File: src/rtl/ppi_gen.sv
// ppi_gen: multi-port programmable peripheral interface with basic,
// strobed-in and strobed-out modes, per-port FIFO and handshake pins.
module ppi_gen #(
    parameter int NPORTS = 2,
    parameter int DW = 8,
    parameter int DEPTH = 4,
    localparam int AW = $clog2(NPORTS) + 2
) (
    input  logic                 clk,
    input  logic                 reset,
    input  logic                 wr_en,
    input  logic                 rd_en,
    input  logic [AW-1:0]        addr,
    input  logic [DW-1:0]        wdata,
    output logic [DW-1:0]        rdata,
    input  logic [NPORTS*DW-1:0] pin_in,
    output logic [NPORTS*DW-1:0] pin_out,
    output logic [NPORTS*DW-1:0] pin_oe,
    input  logic [NPORTS-1:0]    stb_n,
    input  logic [NPORTS-1:0]    ack_n,
    output logic [NPORTS-1:0]    ibf,
    output logic [NPORTS-1:0]    obf_n,
    output logic [NPORTS-1:0]    intr
);

    localparam int PTW = $clog2(DEPTH);
    localparam int LW = $clog2(DEPTH + 1);

    localparam logic [1:0] M_BASIC = 2'b00;
    localparam logic [1:0] M_SIN = 2'b10;
    localparam logic [1:0] M_SOUT = 2'b11;

    typedef enum logic [1:0] {
        O_IDLE = 2'd0,
        O_PRESENT = 2'd1,
        O_HOLD = 2'd2
    } ost_t;

    function automatic logic [1:0] eff_mode(input logic [1:0] m);
        return (m == 2'b01) ? M_BASIC : m;
    endfunction

    logic [NPORTS*DW-1:0] pin_s1, pin_s2;
    logic [NPORTS-1:0] stb_s1, stb_s2, stb_s3;
    logic [NPORTS-1:0] ack_s1, ack_s2, ack_s3;
    logic [NPORTS-1:0] stb_fall, ack_fall, ack_rise;

    logic [1:0]     mode   [NPORTS];
    logic           ien    [NPORTS];
    logic [DW-1:0]  dir    [NPORTS];
    logic [DW-1:0]  outreg [NPORTS];
    logic [DW-1:0]  oreg   [NPORTS];
    logic           ovf    [NPORTS];
    logic [DW-1:0]  mem    [NPORTS][DEPTH];
    logic [PTW-1:0] wp     [NPORTS];
    logic [PTW-1:0] rp     [NPORTS];
    logic [LW-1:0]  lvl    [NPORTS];
    ost_t           ost    [NPORTS];

    logic [31:0]   aport;
    logic          sel    [NPORTS];
    logic          empty  [NPORTS];
    logic          full   [NPORTS];
    logic          mchg   [NPORTS];
    logic          push   [NPORTS];
    logic          pop    [NPORTS];
    logic          pok    [NPORTS];
    logic          intr_c [NPORTS];
    logic [DW-1:0] head   [NPORTS];
    logic [DW-1:0] pdata  [NPORTS];
    logic [7:0]    stat   [NPORTS];
    logic [DW-1:0] rd_val;

    assign stb_fall = stb_s3 & ~stb_s2;
    assign ack_fall = ack_s3 & ~ack_s2;
    assign ack_rise = ~ack_s3 & ack_s2;

    always_comb begin
        aport = 32'(addr >> 2);
        for (int p = 0; p < NPORTS; p++) begin
            sel[p] = (aport == 32'(p));
            empty[p] = (lvl[p] == '0);
            full[p] = (lvl[p] == LW'(DEPTH));
            head[p] = mem[p][rp[p]];
            mchg[p] = wr_en && sel[p] && (addr[1:0] == 2'd1)
                      && (eff_mode(wdata[1:0]) != mode[p]);
            push[p] = 1'b0;
            pop[p] = 1'b0;
            pdata[p] = wdata;
            intr_c[p] = 1'b0;
            case (mode[p])
                M_SIN: begin
                    push[p] = stb_fall[p];
                    pop[p] = rd_en && !wr_en && sel[p]
                             && (addr[1:0] == 2'd0) && !empty[p];
                    pdata[p] = pin_s2[p*DW +: DW];
                    intr_c[p] = ien[p] && !empty[p];
                end
                M_SOUT: begin
                    push[p] = wr_en && sel[p] && (addr[1:0] == 2'd0);
                    pop[p] = (ost[p] == O_PRESENT) && ack_fall[p];
                    intr_c[p] = ien[p] && empty[p] && (ost[p] == O_IDLE);
                end
                default: ;
            endcase
            pok[p] = push[p] && (!full[p] || pop[p]);
        end
    end

    always_comb begin
        pin_out = '0;
        pin_oe = '0;
        ibf = '0;
        obf_n = '1;
        intr = '0;
        rd_val = '0;
        for (int p = 0; p < NPORTS; p++) begin
            // Only strobed-out drives from the presented FIFO word
            pin_out[p*DW +: DW] = (mode[p] == M_SOUT) ? oreg[p] : outreg[p];
            pin_oe[p*DW +: DW] = (mode[p] == M_BASIC) ? dir[p]
                               : (mode[p] == M_SOUT) ? '1 : '0;
            ibf[p] = (mode[p] == M_SIN) && !empty[p];
            obf_n[p] = !((mode[p] == M_SOUT) && (ost[p] == O_PRESENT));
            intr[p] = intr_c[p];
            stat[p] = {(32'(lvl[p]) > 32'd15) ? 4'hF : 4'(lvl[p]),
                       intr_c[p], ovf[p], full[p], empty[p]};
            if (sel[p]) begin
                case (addr[1:0])
                    2'd0: begin
                        if (mode[p] == M_BASIC)
                            rd_val = (dir[p] & outreg[p])
                                   | (~dir[p] & pin_s2[p*DW +: DW]);
                        else if (mode[p] == M_SIN && !empty[p])
                            rd_val = head[p];
                    end
                    2'd1: rd_val = DW'({ien[p], mode[p]});
                    2'd2: rd_val = DW'(stat[p]);
                    default: rd_val = dir[p];
                endcase
            end
        end
    end

    always_ff @(posedge clk or posedge reset) begin
        if (reset) begin
            pin_s1 <= '0;
            pin_s2 <= '0;
            stb_s1 <= '1;
            stb_s2 <= '1;
            stb_s3 <= '1;
            ack_s1 <= '1;
            ack_s2 <= '1;
            ack_s3 <= '1;
            rdata <= '0;
            for (int p = 0; p < NPORTS; p++) begin
                mode[p] <= M_BASIC;
                ien[p] <= 1'b0;
                dir[p] <= '0;
                outreg[p] <= '0;
                oreg[p] <= '0;
                ovf[p] <= 1'b0;
                wp[p] <= '0;
                rp[p] <= '0;
                lvl[p] <= '0;
                ost[p] <= O_IDLE;
                for (int d = 0; d < DEPTH; d++)
                    mem[p][d] <= '0;
            end
        end else begin
            pin_s1 <= pin_in;
            pin_s2 <= pin_s1;
            stb_s1 <= stb_n;
            stb_s2 <= stb_s1;
            stb_s3 <= stb_s2;
            ack_s1 <= ack_n;
            ack_s2 <= ack_s1;
            ack_s3 <= ack_s2;
            if (rd_en)
                rdata <= wr_en ? '0 : rd_val;
            for (int p = 0; p < NPORTS; p++) begin
                if (wr_en && sel[p]) begin
                    case (addr[1:0])
                        2'd0: if (mode[p] == M_BASIC) outreg[p] <= wdata;
                        2'd1: begin
                            mode[p] <= eff_mode(wdata[1:0]);
                            ien[p] <= wdata[2];
                        end
                        2'd2: if (wdata[2]) ovf[p] <= 1'b0;
                        default: dir[p] <= wdata;
                    endcase
                end
                if (mchg[p]) begin
                    wp[p] <= '0;
                    rp[p] <= '0;
                    lvl[p] <= '0;
                    ovf[p] <= 1'b0;
                    ost[p] <= O_IDLE;
                end else begin
                    if (pok[p]) begin
                        mem[p][wp[p]] <= pdata[p];
                        wp[p] <= wp[p] + PTW'(1);
                    end else if (push[p]) begin
                        ovf[p] <= 1'b1;
                    end
                    if (pop[p])
                        rp[p] <= rp[p] + PTW'(1);
                    lvl[p] <= lvl[p] + LW'(pok[p]) - LW'(pop[p]);
                    case (ost[p])
                        O_IDLE: begin
                            if (mode[p] == M_SOUT && !empty[p]) begin
                                oreg[p] <= head[p];
                                ost[p] <= O_PRESENT;
                            end
                        end
                        O_PRESENT: if (ack_fall[p]) ost[p] <= O_HOLD;
                        O_HOLD: if (ack_rise[p]) ost[p] <= O_IDLE;
                        default: ost[p] <= O_IDLE;
                    endcase
                end
            end
        end
    end

endmodule

File: config.mk
export PLATFORM = sky130hd
export DESIGN_NAME = ppi_gen
export DESIGN_NICKNAME = d
export VERILOG_FILES = /design/src/rtl/ppi_gen.sv
export SDC_FILE = /design/constraint.sdc
export NUM_CORES = 1
export LEC_CHECK = 0
export ABC_AREA = 1
export BUFFER_PORTS_ARGS = -buffer_cell sky130_fd_sc_hd__buf_2
export CAP_MARGIN = 20
export CORE_UTILIZATION = 55
export CTS_CLUSTER_DIAMETER = 40
export DETAILED_ROUTE_END_ITERATION = 8
export PLACE_DENSITY = 0.83
export SETUP_SLACK_MARGIN = 0.2
export SLEW_MARGIN = 20
export SYNTH_ARGS = -nofsm -noshare
export SYNTH_HDL_FRONTEND = slang
export SYNTH_SLANG_ARGS = --single-unit
File: constraint.sdc
create_clock -name clk -period 11.91 [get_ports clk]
set_input_delay 0.5955 -clock clk [delete_from_list [all_inputs] [get_ports clk]]
set_output_delay 0.5955 -clock clk [all_outputs]
set_load 0.1 [all_outputs]
==> impl.org, run 1 <==
** Logic synthesis
- Top cell type by total area after synthesis :: sky130_fd_sc_hd__dfrtp_1
- The share of the Yosys chip area taken by registers is 0.523.
- Of the post-synthesis cell area, the dominant cell type holds 0.488.
- Avg Synthesized Cell Area :: about 8.3 um2
- After synthesis the cells add up to 9120 um2.
- Net count after synthesis :: 1152
- Top post-synthesis cells by area :: sky130_fd_sc_hd__dfrtp_1, sky130_fd_sc_hd__nand2_1, sky130_fd_sc_hd__o21ai_0
- Number of standard cells after synthesis :: 1103
- In this run, synthesis produced a sequential element count of 190.
- The synthesized design contains 0 enable-type register cells.
- For this run, asynchronously set or reset flops after synthesis account for 1.00.
- In the synthesized netlist the dominant register cell turns out to be sky130_fd_sc_hd__dfrtp_1.
- Netlist cell types :: 44
- For this run, the number of Yosys warnings is 0.

** Critical path
- Combined buffer and inverter count along the critical path :: 2
- Critical path's largest stage delay :: 0.62 ns
- Origin of the critical flop-to-flop path :: mode[0]
- The largest individual stage delay along the critical path comes from the cell sky130_fd_sc_hd__nor2_1.
- Minimum setup slack among reg-to-reg paths :: about 8.7 ns
- Ordered list of cells on the worst path :: nor2_1, inv_1, o21ai_0, buf_2
- Crit path arrival time :: ~2.9 ns
- Depth of the most critical reg-to-reg path :: 8
- The endpoint identified for the worst register-to-register timing path is mem[31].
- Broken down by cell family, the worst path's largest delay share belongs to buffers and inverters.
- STA classifies the critical path startpoint as a flip-flop.
- Endpoint class of the critical path :: output port
- Of all nets on the critical path, the largest fanout is 12.
- Kind of critical path :: reg -> out
- STA puts the critical path data required time at between 10 and 15 ns.

** STA
- Setup repair after global routing left no endpoint under its margin.
- The hold violation total from the final report came to 0.
- At the pin with the least slew margin, the transition time is just over 0.9 ns.
- Setup violation total in the final timing report :: 0
- Setup total negative slack on the finished layout was measured at 0 ns.
- Headroom to the max-slew limit came out at 0.380.
- Counting I/O delays and the setup requirement, the final critical path takes 3.49 ns.
- On the final layout, the worst clock skew is 0.0153 ns.
- Derived from the worst setup path, the maximum achievable clock frequency is ~0.29 GHz.
- Number of pins with negative max-slew slack in the final report :: 0
- Period utilization :: 0.293

** Placed design
- Number of port buffers :: 80
- The congestion estimate from routability-driven global placement came to between 0.9 and 1.
- Once detailed placement completed, the half-perimeter wirelength came to about 17 mm.

** Global routing
- GRT Overall Usage :: 0.289
- Vias in the first global route :: between 7k and 8k
- Antenna violations before repair :: 0
- Total grt overflow :: 0
- The first global-routing pass estimated approximately 37 mm of wire.
- Entering global routing, the biggest net connects about 130 pins.

** Routing
- Post-DRT Antenna Nets :: 0
- The detailed router finished its first iteration with approximately 860 violations.
- Vias per std cell :: around 5.6
- Detailed-route wire length per cell :: 16.8 um
- The final layout contains routed wiring with a total length of between 20 and 25 mm.
- The first TritonRoute pass finished after 6 iterations.
- DRC :: 0
- DR vias :: 7856

** Clock tree
- CTS Root Buffer Type :: sky130_fd_sc_hd__clkbuf_16
- Counting every sink on the clock net gives 190.
- Buffers added to address setup during post-CTS repair amount to 0.
- Bufs on Longest Clock Path :: 2
- The number of hold buffers added after CTS was 0.
- Clock-pin slew was measured on the worst setup and hold paths at about 0.070 ns.
- Deepest level of the CTS H-tree :: 4
- TritonCTS built the clock tree.
- Clk Latency, worst-skew pair :: 0.44 ns
- Inserted Clock Buffers :: 17
- CTS-repair resized insts :: 0

** Floorplan
- For this configuration, the core starts out at a cell density of 0.568.
- Core region area :: around 16000 um2
- Die width :: approximately 130 um
- Vertical die dimension :: approximately 130 um
- I/O pins :: just over 80
- The floorplan has 46 rows.
- The die covers around 17000 um2.

** Power and ir drop
- Static power due to leakage :: just over 0.005 uW
- In this run the power density over the cells is 252 nW/um2.
- Peak supply drop :: between 0.15 and 0.2 mV

** Hold path
- The min-delay analysis places its worst path in the category in -> reg.
- Hold Crit Start :: ack_n[0]
- Number of cells on the worst hold path :: 1
- Worst-case hold path end point :: ack_s1[0]

** Finish
- The repair_antennas step left the layout with diodes totalling 0.
- Layout overhead on the synthesized area :: 11.6%
- The net count of the finished layout is between 1k and 1.5k.
- Fraction of final layout cells with drive strength greater than 1 :: 0.133
- Measured on the finished design, the core utilization comes to 0.634.

** Status
- The run finished with clean final reports.

** Job
- Max Cap Viol :: 0
[cell families (layout without fill, tap and decap cells)]
kind of cell,after synthesis,after routing,share of synthesized area
simple gates,432,432,0.201
xor+xnor,7,7,0.00672
buf+inv,173,247,0.0780
compound gates,287,287,0.170
flops,190,190,0.523
fa+ha+maj,14,14,0.0208
[worst max path at each step]
stage / from / to / slack (ns) / depth (start not counted)
after floorplan: reset / dir[0] / 6.16 / 1
after global placement: addr[0] / lvl[5] / 8.90 / 16
after detailed placement: addr[0] / lvl[5] / 8.84 / 16
after CTS: mode[0] / intr[1] / 8.51 / 5
after global routing: mode[0] / intr[1] / 8.34 / 5
final: mode[0] / pin_oe[8] / 8.42 / 4
[routing by layer]
| layer | vias to the layer above | global-route usage | share of wire |
|---|---|---|---|
| met5 | - | 0 | 0 |
| met4 | 0 | 0.0926 | 0.025 |
| met3 | 49 | 0.0741 | 0.093 |
| met2 | 373 | 0.418 | 0.44 |
| met1 | 3750 | 0.427 | 0.44 |
| li1 | 3684 | - | - |
[metrics by stage]
step	hold WS, ns	cells	total power [uW]	setup WS (ns)	cell area (um2)
global route	0.243	1393	2710	8.34	10200
finish	0.256	1393	2570	8.42	10200
CTS	0.247	1393	2560	8.51	10200
global placement	0.334	1361	1980	8.90	9610
detailed placement	0.335	1361	2000	8.84	9610
floorplan	0.331	1103	1770	6.16	9120
[registers in the layout, summed over array words and instances (netlist names), 6 cells and up]
signal	flops
mem	64
outreg	16
pin_s2	16
rdata	8
dir	16
oreg	16
pin_s1	16
lvl	6
[Yosys cell counts (7+ instances only)]
master and n:
sky130_fd_sc_hd__nand2_1 325, sky130_fd_sc_hd__o21ai_0 213, sky130_fd_sc_hd__dfrtp_1 178, sky130_fd_sc_hd__inv_1 128, sky130_fd_sc_hd__nor2_1 41, sky130_fd_sc_hd__nand3_1 39
sky130_fd_sc_hd__a21oi_1 34, sky130_fd_sc_hd__clkbuf_1 24, sky130_fd_sc_hd__dfstp_2 12, sky130_fd_sc_hd__ha_1 12, sky130_fd_sc_hd__buf_2 7, sky130_fd_sc_hd__o22ai_1 7
[cell usage in the layout, fill, tap and decap left out, types with 6 or more instances in the layout]
master	Yosys	layout
sky130_fd_sc_hd__nor2_1	41	41
sky130_fd_sc_hd__a21oi_1	34	34
sky130_fd_sc_hd__o22ai_1	7	7
sky130_fd_sc_hd__o21ai_0	213	213
sky130_fd_sc_hd__inv_1	128	127
sky130_fd_sc_hd__o211ai_1	6	6
sky130_fd_sc_hd__nand3_1	39	39
sky130_fd_sc_hd__nor2_4	6	6
sky130_fd_sc_hd__ha_1	12	12
sky130_fd_sc_hd__clkbuf_16	0	17
sky130_fd_sc_hd__dfstp_2	12	12
sky130_fd_sc_hd__nor2_2	6	6
sky130_fd_sc_hd__nand2_1	325	325
sky130_fd_sc_hd__o21ai_1	6	6
sky130_fd_sc_hd__dfrtp_1	178	178
sky130_fd_sc_hd__buf_2	7	80
[report_power, final]
part | switching [uW] | total (uW) | leakage, uW | internal [uW]
combinational | 792 | 1030 | 0.00249 | 235
sequential | 142 | 986 | 0.00234 | 845
clock | 265 | 553 | 0.000282 | 289
[worst register-to-register path, stage by stage (launching register included)]
cell	delay, ns
sky130_fd_sc_hd__dfrtp_1	0.53
sky130_fd_sc_hd__nand2_1	0.52
sky130_fd_sc_hd__inv_1	0.46
sky130_fd_sc_hd__a32o_1	0.24
sky130_fd_sc_hd__nand2_1	0.11
sky130_fd_sc_hd__inv_1	0.11
sky130_fd_sc_hd__nand2_2	0.34
sky130_fd_sc_hd__nor2_2	0.53
sky130_fd_sc_hd__o21ai_0	0.19
[area by class of cell]
| class | instances | area [um2] |
|---|---|---|
| Fill cell | 1355 | 5870 |
| Sequential cell | 190 | 4770 |
| Multi-Input combinational cell | 740 | 3640 |
| Inverter | 134 | 515 |
| Clock buffer | 20 | 457 |
| Timing Repair Buffer | 81 | 408 |
| Tap cell | 216 | 270 |
| Clock inverter | 12 | 121 |
(Power assumes the default switching activity.)
==> run 2: changes to the inputs <==
--- a/config.mk
+++ b/config.mk
@@ -8,10 +8,10 @@
 export ABC_AREA = 1
 export BUFFER_PORTS_ARGS = -buffer_cell sky130_fd_sc_hd__buf_2
 export CAP_MARGIN = 20
-export CORE_UTILIZATION = 55
+export CORE_UTILIZATION = 54
 export CTS_CLUSTER_DIAMETER = 40
 export DETAILED_ROUTE_END_ITERATION = 8
-export PLACE_DENSITY = 0.83
+export PLACE_DENSITY = 0.84
 export SETUP_SLACK_MARGIN = 0.2
 export SLEW_MARGIN = 20
 export SYNTH_ARGS = -nofsm -noshare
==> constraint.sdc (replaced) <==
create_clock -name clk -period 3.05 [get_ports clk]
set_input_delay 0.1525 -clock clk [delete_from_list [all_inputs] [get_ports clk]]
set_output_delay 0.1525 -clock clk [all_outputs]
set_load 0.1 [all_outputs]
==> impl.org, run 2 (synthesis gave the netlist of run 1 again) <==
** Critical path
- The critical path is of the reg -> reg type.
- The critical path goes through nor3_4, inv_1, nand2_2, inv_2, a31oi_4, nand2_1, nand2_1, ha_1, inv_1, ha_1, inv_1, fa_1, xor2_1, nor2_1.
- The data required time of the critical path was 3.43 ns (-7.88 ns).
- Top delay family on crit path :: adder cells
- Crit path arrival time :: 3.10 ns (+0.20 ns)
- Among all stages on the critical path, the largest delay is contributed by sky130_fd_sc_hd__dfrtp_1.
- Critical path's most frequent cell :: sky130_fd_sc_hd__inv_1
- Combined buffer and inverter count along the critical path :: 4 (+2)
- The maximum fanout along the worst path is 8 (-4).
- The worst setup path is captured at a flip-flop.
- Critical path's largest stage delay :: 0.43 ns (-0.19 ns)
- Sort of element at the start of the critical path :: flip-flop

** Power and ir drop
- The fraction of power consumed by sequential logic is 0.371 (-0.013).
- Share of power burned in combinational logic :: 0.410 (+0.010)
- The internal power contribution is 5470 uW (+300%).
- The total power divided by cell area came to 973 nW/um2 (+290%).
- The switching power came to 4820 uW (+300%).
- The power consumption was 10300 uW (+300%).
- Static power due to leakage :: 0.00528 uW (+3.4%)
- The switching fraction of total power came to 0.468 (+0.00143).
- The share of total power in the clock network is 0.220 (+0.004).
- Peak supply drop :: 0.525 mV (+240%)

** Routing
- Post-DRT Antenna Nets :: 0 (unchanged)
- The via count was 8053 (+2.5%).
- The first-iteration detailed-routing DRC count is 1073 (+25%).
- The length of the first detailed-routing pass in iterations came to 6 (unchanged).
- The wire length reported by the detailed router is 24.8 mm (+6.2%).
- Vias per std cell :: 5.62 (-0.35%)
- DRC :: 0 (unchanged)
- The routed length per placed instance came to 17.3 um (+3.3%).

** Global routing
- Global routing met2 resource utilization :: 0.449 (+0.0315)
- Wire length of the first global-routing pass :: 39.8 mm (+7.0%)
- Antenna violations before repair :: 0 (unchanged)
- The total routing resource utilization after global routing is 0.296 (+0.00641).
- The via count of the first global-routing pass is 7555 (+4.2%).
- GR Util met3 :: 0.0642 (-0.00990)
- Total grt overflow :: 0 (unchanged)
- Pin count of the biggest net entering global routing :: 102 (-23%)
- Busiest layer in global routing :: met2
- GR met1 Demand/Resource :: 0.421 (-0.00566)

** Finish
- The layout net count is 1249 (+3.0%).
- The post-layout instance count excluding filler cells came to 1433 (+2.9%).
- The number of flip-flops under the largest register name is 64 (unchanged).
- The antenna diode instance count came to 0 (unchanged).
- Most used cells in the layout excluding fill and tap cells :: sky130_fd_sc_hd__nand2_1, sky130_fd_sc_hd__o21ai_0, sky130_fd_sc_hd__dfrtp_1
- Fraction of final layout cells with drive strength greater than 1 :: 0.143 (+0.00923)
- Compared with the post-synthesis result, the final layout area differs by 15.9%.
- Most frequent standard cell in the layout excluding fill and tap cells :: sky130_fd_sc_hd__nand2_1
- Largest Register :: mem

** STA
- Achievable clock frequency :: about 0.37 GHz
- The worst setup skew after layout came to 0.0112 ns (-0.00413 ns).
- The smallest clock period supported by the final layout is computed as between 2 and 3 ns.
- Transition time at the pin with the least slew margin :: 0.966 ns (+0.0384 ns)
- Worst-case headroom to the max-slew limit :: 0.350 (-0.0301)
- The final-report setup violation count was 0 (unchanged).
- Setup slack of the critical path after layout :: 0.332 ns (-8.08 ns)
- Total negative slack for setup checks :: 0 ns (unchanged)
- The hold violation total from the final report is 0 (unchanged).
- Number of pins with negative max-slew slack in the final report :: 0 (unchanged)
- Unrepaired setup endpoints after global routing :: no
- Period utilization :: 0.891
- The worst hold slack came to 0.00950 ns (-0.247 ns).

** Clock tree
- The number of buffers on the longest clock path came to 2 (unchanged).
- Clk Latency, worst-skew pair :: 0.44 ns (about the same)
- CTS Root Buffer Type :: sky130_fd_sc_hd__clkbuf_16
- Clock net sink count :: 190 (unchanged)
- Clock tree from TritonCTS :: yes
- The clock buffer count from CTS was 17 (unchanged).
- CTS clk-pin slew, worst paths :: 0.08 ns (about the same)
- Deepest level of the CTS H-tree :: 4 (unchanged)

** Floorplan
- The number of top-level pins was 81 (unchanged).
- The cell row count is 47 (+2.2%).
- The height of the chip came to 132 um (+0.91%).
- The initial core utilization is 0.552 (-0.0160).
- The horizontal die dimension came to 132 um (+0.91%).
- The core outline area came to 16500 um2 (+2.9%).
- The die outline area came to 17400 um2 (+1.8%).

** Job
- The count of max-cap constraint violations came to 0 (unchanged).

** Placed design
- The number of port buffers came to 80 (unchanged).
- Half-perimeter wire length after detailed placement :: 17.7 mm (+5.3%)
- Placer's final routability congestion estimate :: 0.942 (-4.3%)
- The minimum setup slack after placement came to 0.364 ns (-8.47 ns).
- Cell count after placement :: 1377 (+1.2%)

** Hold path
- The worst hold path belongs to the class in -> reg.

** Status
- The run finished with clean final reports.
==> run 2: cell types whose count changed in the layout (fill, tap and decap cells not counted), sizes merged <==
cell / previous run / this run
buf: 81 / 94
bufinv: 0 / 1
dlygate4sd3: 0 / 23
clkinvlp: 1 / 2
clkbuf: 20 / 17
inv: 139 / 140
==> run 2: worst reg2reg max path: stages (launching register included) <==
cell and delay [ns]:
sky130_fd_sc_hd__dfrtp_1 0.43, sky130_fd_sc_hd__nor3_4 0.27, sky130_fd_sc_hd__inv_1 0.10, sky130_fd_sc_hd__nand2_2 0.17, sky130_fd_sc_hd__inv_2 0.10, sky130_fd_sc_hd__a31oi_4 0.18
sky130_fd_sc_hd__nand2_1 0.09, sky130_fd_sc_hd__nand2_1 0.14, sky130_fd_sc_hd__ha_1 0.25, sky130_fd_sc_hd__inv_1 0.06, sky130_fd_sc_hd__ha_1 0.14, sky130_fd_sc_hd__inv_1 0.06
sky130_fd_sc_hd__fa_1 0.39, sky130_fd_sc_hd__xor2_1 0.17, sky130_fd_sc_hd__nor2_1 0.10
==> run 2: final timing paths <==
check                           startpoint         end  slack (ns)  cells after the start
min in group asynchronous            reset     mem[37]        0.29                      3
worst min-delay path                 rd_en    rdata[2]       0.009                      4
worst max-delay path                lvl[2]      lvl[2]        0.33                     14
worst min register to register  pin_s1[11]  pin_s2[11]        0.35                      0
max in group asynchronous            reset   stb_s3[0]        1.88                      4
worst max register to register      lvl[2]      lvl[2]        0.33                     14
==> run 2: layer usage <==
metal,up-vias,part of all wire
met2,394,0.45
met3,61,0.083
met5,-,0
li1,3754,-
met4,0,0.028
met1,3844,0.44
==> run 2: through the flow <==
| step | instance area, um2 | util |
|---|---|---|
| floorplan | 9130 | - |
| global placement | 9730 | 0.589 |
| detailed placement | 9730 | 0.589 |
| CTS | 10600 | 0.639 |
| global route | 10600 | 0.640 |
| finish | 10600 | 0.640 |
==> run 2: power by group through the flow <==
stage / registers [uW] / clock network (uW) / logic, uW
2_1_floorplan: 3770 / 0 / 3150
3_3_place_gp: 3810 / 0 / 4020
3_5_place_dp: 3840 / 0 / 4090
4_1_cts: 3800 / 2270 / 4160
5_1_grt: 3890 / 2380 / 4560
6_report: 3810 / 2260 / 4210
==> run 2: final cells by class <==
| cell class | instances | area, um2 |
|---|---|---|
| inverters | 134 | 512 |
| fillers | 1386 | 5950 |
| clock inverters | 15 | 178 |
| repair buffers | 117 | 761 |
| multi-input cells | 740 | 3660 |
| flip-flops and latches | 190 | 4770 |
| clock buffers | 17 | 425 |
| well taps | 220 | 275 |
==> run 2: what timing repair did <==
action,in CTS,in global routing
gates resized for setup,0,1
setup endpoints to repair,0,1
hold buffers,23,0
endpoints found under the hold margin,38,0
buffers inserted,0,1
